--- src/rtl/semaphore_pkg.sv ---
// Shared constants for the intersection phase controller: state codes,
// light encodings, default phase durations and light decode helpers.
package semaphore_pkg;

    // State codes (4-bit register, values 9..15 unused)
    localparam logic [3:0] S_IDLE      = 4'd0;
    localparam logic [3:0] S_CLR_A     = 4'd1;
    localparam logic [3:0] S_MAIN_G    = 4'd2;
    localparam logic [3:0] S_MAIN_Y    = 4'd3;
    localparam logic [3:0] S_CLR_B     = 4'd4;
    localparam logic [3:0] S_SIDE_G    = 4'd5;
    localparam logic [3:0] S_SIDE_Y    = 4'd6;
    localparam logic [3:0] S_FLASH_ON  = 4'd7;
    localparam logic [3:0] S_FLASH_OFF = 4'd8;

    // Light encodings, {R,Y,G}
    localparam logic [2:0] LIGHT_R   = 3'b100;
    localparam logic [2:0] LIGHT_Y   = 3'b010;
    localparam logic [2:0] LIGHT_G   = 3'b001;
    localparam logic [2:0] LIGHT_OFF = 3'b000;

    // Default phase durations in timer cycles
    localparam int DEF_CNT_W    = 8;
    localparam int DEF_T_MAIN_G = 40;
    localparam int DEF_T_SIDE_G = 20;
    localparam int DEF_T_YEL    = 4;
    localparam int DEF_T_CLR    = 2;
    localparam int DEF_T_FLASH  = 5;

    // Main-road light shown while in a given state
    function automatic logic [2:0] main_light_of(input logic [3:0] s);
        case (s)
            S_MAIN_G:    return LIGHT_G;
            S_MAIN_Y:    return LIGHT_Y;
            S_FLASH_ON:  return LIGHT_Y;
            S_FLASH_OFF: return LIGHT_OFF;
            default:     return LIGHT_R;
        endcase
    endfunction

    // Side-road light shown while in a given state
    function automatic logic [2:0] side_light_of(input logic [3:0] s);
        case (s)
            S_SIDE_G:    return LIGHT_G;
            S_SIDE_Y:    return LIGHT_Y;
            S_FLASH_OFF: return LIGHT_OFF;
            default:     return LIGHT_R;
        endcase
    endfunction

endpackage

--- src/rtl/semaphore_ctrl.sv ---
// Two-road intersection phase controller. Walks the lights through
// green/yellow/all-red phases, asks the downstream phase timer for each
// phase duration and advances when the timer reports expiry.
//
// Timer handshake: tmr_start is a one-cycle pulse in the first cycle of
// every state entry (including a MAIN_G re-arm) and tmr_load carries that
// state's duration in the same cycle, holding until the next start.
// tmr_done is a one-cycle expiry pulse; it is honoured only when it does
// not coincide with tmr_start and the controller is not in IDLE. The state
// changes on the clock edge that ends the cycle in which tmr_done was seen.
module semaphore_ctrl
    import semaphore_pkg::*;
#(
    parameter int CNT_W    = DEF_CNT_W,
    parameter int T_MAIN_G = DEF_T_MAIN_G,
    parameter int T_SIDE_G = DEF_T_SIDE_G,
    parameter int T_YEL    = DEF_T_YEL,
    parameter int T_CLR    = DEF_T_CLR,
    parameter int T_FLASH  = DEF_T_FLASH
) (
    input  logic             clk,
    input  logic             reset,
    input  logic             side_car,
    input  logic             ped_req,
    input  logic             flash_mode,
    input  logic             tmr_done,
    output logic             tmr_start,
    output logic [CNT_W-1:0] tmr_load,
    output logic [2:0]       main_light,
    output logic [2:0]       side_light,
    output logic             walk,
    output logic             ped_pending,
    output logic [3:0]       state_dbg
);

    logic [3:0] state;
    logic [3:0] state_nxt;
    logic       is_flash;
    logic       done_ok;
    logic       rearm;
    logic       enter;
    logic       enter_side;

    // Duration requested from the timer on entry to a state
    function automatic logic [CNT_W-1:0] dur_of(input logic [3:0] s);
        case (s)
            S_MAIN_G:               return CNT_W'(T_MAIN_G);
            S_SIDE_G:               return CNT_W'(T_SIDE_G);
            S_MAIN_Y, S_SIDE_Y:     return CNT_W'(T_YEL);
            S_FLASH_ON, S_FLASH_OFF: return CNT_W'(T_FLASH);
            default:                return CNT_W'(T_CLR);
        endcase
    endfunction

    assign state_dbg = state;
    assign is_flash  = (state == S_FLASH_ON) || (state == S_FLASH_OFF);
    assign done_ok   = tmr_done && !tmr_start && (state != S_IDLE);

    // Next-state selection: flash entry/exit overrides the running timer,
    // otherwise phases advance only on an honoured timer expiry.
    always_comb begin
        state_nxt = state;
        rearm     = 1'b0;
        if (flash_mode && !is_flash) begin
            state_nxt = S_FLASH_ON;
        end else if (!flash_mode && is_flash) begin
            state_nxt = S_CLR_A;
        end else begin
            case (state)
                S_IDLE:      state_nxt = S_CLR_A;
                S_CLR_A:     if (done_ok) state_nxt = S_MAIN_G;
                S_MAIN_G: begin
                    if (done_ok) begin
                        if (side_car || ped_pending) state_nxt = S_MAIN_Y;
                        else                         rearm     = 1'b1;
                    end
                end
                S_MAIN_Y:    if (done_ok) state_nxt = S_CLR_B;
                S_CLR_B:     if (done_ok) state_nxt = S_SIDE_G;
                S_SIDE_G:    if (done_ok) state_nxt = S_SIDE_Y;
                S_SIDE_Y:    if (done_ok) state_nxt = S_CLR_A;
                S_FLASH_ON:  if (done_ok) state_nxt = S_FLASH_OFF;
                S_FLASH_OFF: if (done_ok) state_nxt = S_FLASH_ON;
                default:     state_nxt = S_IDLE;
            endcase
        end
        enter      = (state_nxt != state) || rearm;
        enter_side = enter && (state_nxt == S_SIDE_G);
    end

    // State register and timer request outputs
    always_ff @(posedge clk or negedge reset) begin
        if (!reset) begin
            state     <= S_IDLE;
            tmr_start <= 1'b0;
            tmr_load  <= '0;
        end else begin
            state     <= state_nxt;
            tmr_start <= enter;
            if (enter) tmr_load <= dur_of(state_nxt);
        end
    end

    // Registered light outputs decoded from the state being entered
    always_ff @(posedge clk or negedge reset) begin
        if (!reset) begin
            main_light <= LIGHT_R;
            side_light <= LIGHT_R;
        end else begin
            main_light <= main_light_of(state_nxt);
            side_light <= side_light_of(state_nxt);
        end
    end

    // Pedestrian latch (a new request beats the clear on SIDE_G entry)
    // and walk, fixed for the whole SIDE_G phase from the latch on entry.
    always_ff @(posedge clk or negedge reset) begin
        if (!reset) begin
            ped_pending <= 1'b0;
            walk        <= 1'b0;
        end else begin
            ped_pending <= ped_req || (ped_pending && !enter_side);
            if (enter_side)                  walk <= ped_pending;
            else if (state_nxt != S_SIDE_G)  walk <= 1'b0;
        end
    end

endmodule

--- config.mk ---
export PLATFORM = sky130hd
export DESIGN_NAME = semaphore_ctrl
export DESIGN_NICKNAME = d
export VERILOG_FILES = /design/src/rtl/semaphore_pkg.sv /design/src/rtl/semaphore_ctrl.sv
export SDC_FILE = /design/constraint.sdc
export NUM_CORES = 1
export LEC_CHECK = 0
export ABC_AREA = 1
export CORE_ASPECT_RATIO = 0.6
export CORE_MARGIN = 4
export CORE_UTILIZATION = 45
export CTS_BUF_LIST = sky130_fd_sc_hd__clkbuf_8
export DETAILED_ROUTE_END_ITERATION = 10
export PLACE_DENSITY = 0.76
export REMOVE_ABC_BUFFERS = 1
export SYNTH_ARGS = -nofsm -noshare
export SYNTH_HDL_FRONTEND = slang
export SYNTH_SLANG_ARGS = --single-unit
export TNS_END_PERCENT = 100
--- constraint.sdc ---
create_clock -name clk -period 1.7 [get_ports clk]
set_clock_uncertainty 0.05 [all_clocks]
set_input_delay 0.51 -clock clk [delete_from_list [all_inputs] [get_ports clk]]
set_output_delay 0.51 -clock clk [all_outputs]
set_load 0.01 [all_outputs]
==> metrics.yaml <==
synth_top_area_share_pct: 35.40
ys_seq_elements: 18
crit_family: "simple AND/OR/NAND/NOR gates"
crit_chain: "nor2_4 > nand2_4 > nand2_8 > buf_12 > nor2_4 > nor2_4 > nand3_4 > inv_2 > nand2_1 > nand2_1 > nand2_2 > nor2_4 > nand4_1 > nand2_1"
hold_class: "reg2reg"
path_buf_inv: 2
drive_above_1_share_pct: 59.32
grt_pass1_wl_um: 7176
row_count: 13
fin_ws_ps: -575.9
fin_tns_setup_ps: -6731
synthFlopType: "dfrtp_1"
synth_cells: 151
final_area_sq_um: 2145
whs_ps: 474.6
hold_path_end: "tmr_load[4]"
criticalPathCategory: "reg2reg"
worstHoldStart: "tmr_load[4]"
mostFrequentLayoutCell: "buf_4"
num-fill-cells: 65
grt_max_degree: 19
insertion_delay_ps: 270
io-pin-count: 27
dieHeight_um: 46.84
synth_cell_types: 23
antenna_found_initial: 0
antenna_cells: 0
r2r_cells: 14
final_cell_mix: "buf_4 (50), nand2_1 (33), nand2_2 (19)"
slowest_stage: "dfrtp_2"
worst_setup_path_start_kind: "flip-flop"
power_mw: 5.546
max_cap_violations: 0
hold_depth: 2
cp.required_ps: 1860
cts.path.max_buffers: 2
die-area_sq_um: 3406
placedCellCount: 231
cpPeakStageDelay_ps: 490
finalNonFillerCells: 266
grt.overflow.total: 0
period_minus_slack_ps: 2276
post-route-util_pct: 94.18
pre_cts_slack_ps: -645.6
drc: 0
gp_congestion: 1.050
failed_checks: "setup timing"
async_reset_ff_share_pct: 100.0
die_w_um: 72.73
end_kind: "flip-flop"
clock-sinks: 18
rsz0062_at_grt: "true"
syn_area_sq_um: 1131
synth_edf_count: 0
avgSynthCellArea_sq_um: 7.491
worstPathMaxFanout: 7
cts_tree: "yes"
root_buffer: "clkbuf_8"
core_area_sq_um: 2277
htree_levels: 1
start_util_pct: 49.67
finalSetupViolCount: 19
vias: 1634
vias_per_cell: 6.143
postRouteAntennaNets: 0
status: "finished with violations"
hpwl_um: 2569
io_buffers: 24
crit_arrival_ps: 2440
routedWlPerCell_um: 23.56
yosysTopAreaCell: "dfrtp_1"
cp.depth: 14
synth_warnings: 0
p_leak_nw: 1.137
drt_iter0_markers: 266
r2r-start: "state_dbg[0]"
period_share_pct: 133.9
syn_to_final_growth_pct: 89.60
grt_pass1_vias: 1392
irDropWorstVdd_mv: 1.744
finalHoldViolCount: 0
rr_endpoint: "walk"
drt_wl_total_um: 6266
rrSetupSlack_ps: -580
numCtsBuffers: 3
clk_pin_slew_ps: 80
fmax_ghz: 0.4394
ys_top_cells_by_area: "dfrtp_1 (35%), nand2_1 (16%), nand2_2 (6.1%), nand3_1 (4.9%), dfstp_2 (4.6%)"
first_pass_iters: 5
cts_hold_buf: 0
path_common_cell: "nor2_4"
report.final.slew_viol_count: 0
fin_nets: 243
grt_usage_pct: 29.47
dpl_cell_area_sq_um: 1597
p_per_area_nw_per_um2: 2586
ys_seq_area_share_pct: 40.04
-- synthesized netlist by cell type (3+ instances only) --
library cell and n:
nand2_2 11, a21oi_1 3, nand2_1 48, nor2_1 13
nor2_4 3, inv_1 13, buf_4 3, nand3_1 11
nand3_4 3, nand4_1 5, inv_2 6, dfrtp_1 16
nor2_2 3
-- cells by family after synthesis --
logic type / Yosys count / synth area share (%)
buf+inv: 23 / 9.292
other cells: 1 / 0.3315
simple gates: 102 / 47.01
flops: 18 / 40.04
compound gates: 7 / 3.318
-- metal layers --
metal  wire (um)  part of all wire [%]  up-vias  GRT usage (%)
li1            -                     -      636              -
met1        2181                    35      739          37.84
met2        2649                    42      198          49.28
met3         992                    16       61          5.983
met4         443                   7.1        0          13.60
met5           0                     0        -              0
-- tightest hold or removal path, delay by kind of cell, from the launching register on --
kind / cells / cell delay, ps
DFF: 1 / 370
and+or+nand+nor: 2 / 120
-- power breakdown --
part / total, mW / leakage [nW] / switching (mW) / internal [mW]
Sequential: 0.828 / 0.211 / 0.191 / 0.636
Combinational: 4.34 / 0.897 / 2.49 / 1.86
Clock: 0.376 / 0.0288 / 0.169 / 0.207
Total: 5.55 / 1.14 / 2.85 / 2.70
-- how the worst max path moves through the flow --
| stage | to | slack [ps] | startpoint |
|---|---|---|---|
| floorplan | walk | -40 | state_dbg[0] |
| global placement | ped_pending | -590 | tmr_done |
| detailed placement | ped_pending | -650 | tmr_done |
| CTS | tmr_load[1] | -230 | state_dbg[3] |
| global route | tmr_load[4] | -610 | state_dbg[0] |
| finish | walk | -580 | state_dbg[0] |
-- sequential cells by signal, summed over array words and instances, names as in the netlist --
| signal | cells |
|---|---|
| side_light | 3 |
| ped_pending | 1 |
| main_light | 3 |
| walk | 1 |
| tmr_load | 5 |
| tmr_start | 1 |
| state_dbg | 4 |
-- area by class of cell --
| type | instances | area [sq um] | share of cell area [%] |
|---|---|---|---|
| clock buffer | 4 | 55.05 | 2.567 |
| inverter | 19 | 81.33 | 3.792 |
| multi-input combinational | 111 | 777.0 | 36.23 |
| sequential | 18 | 457.9 | 21.35 |
| tap | 30 | 37.54 | 1.750 |
| timing repair buffer | 84 | 735.7 | 34.31 |
-- what timing repair did --
action,in CTS,in global routing
setup buffers,15,18
resized for setup,52,50
pin swaps,29,27
setup endpoints to repair,30,22
Power figures use the tool's default switching activity.
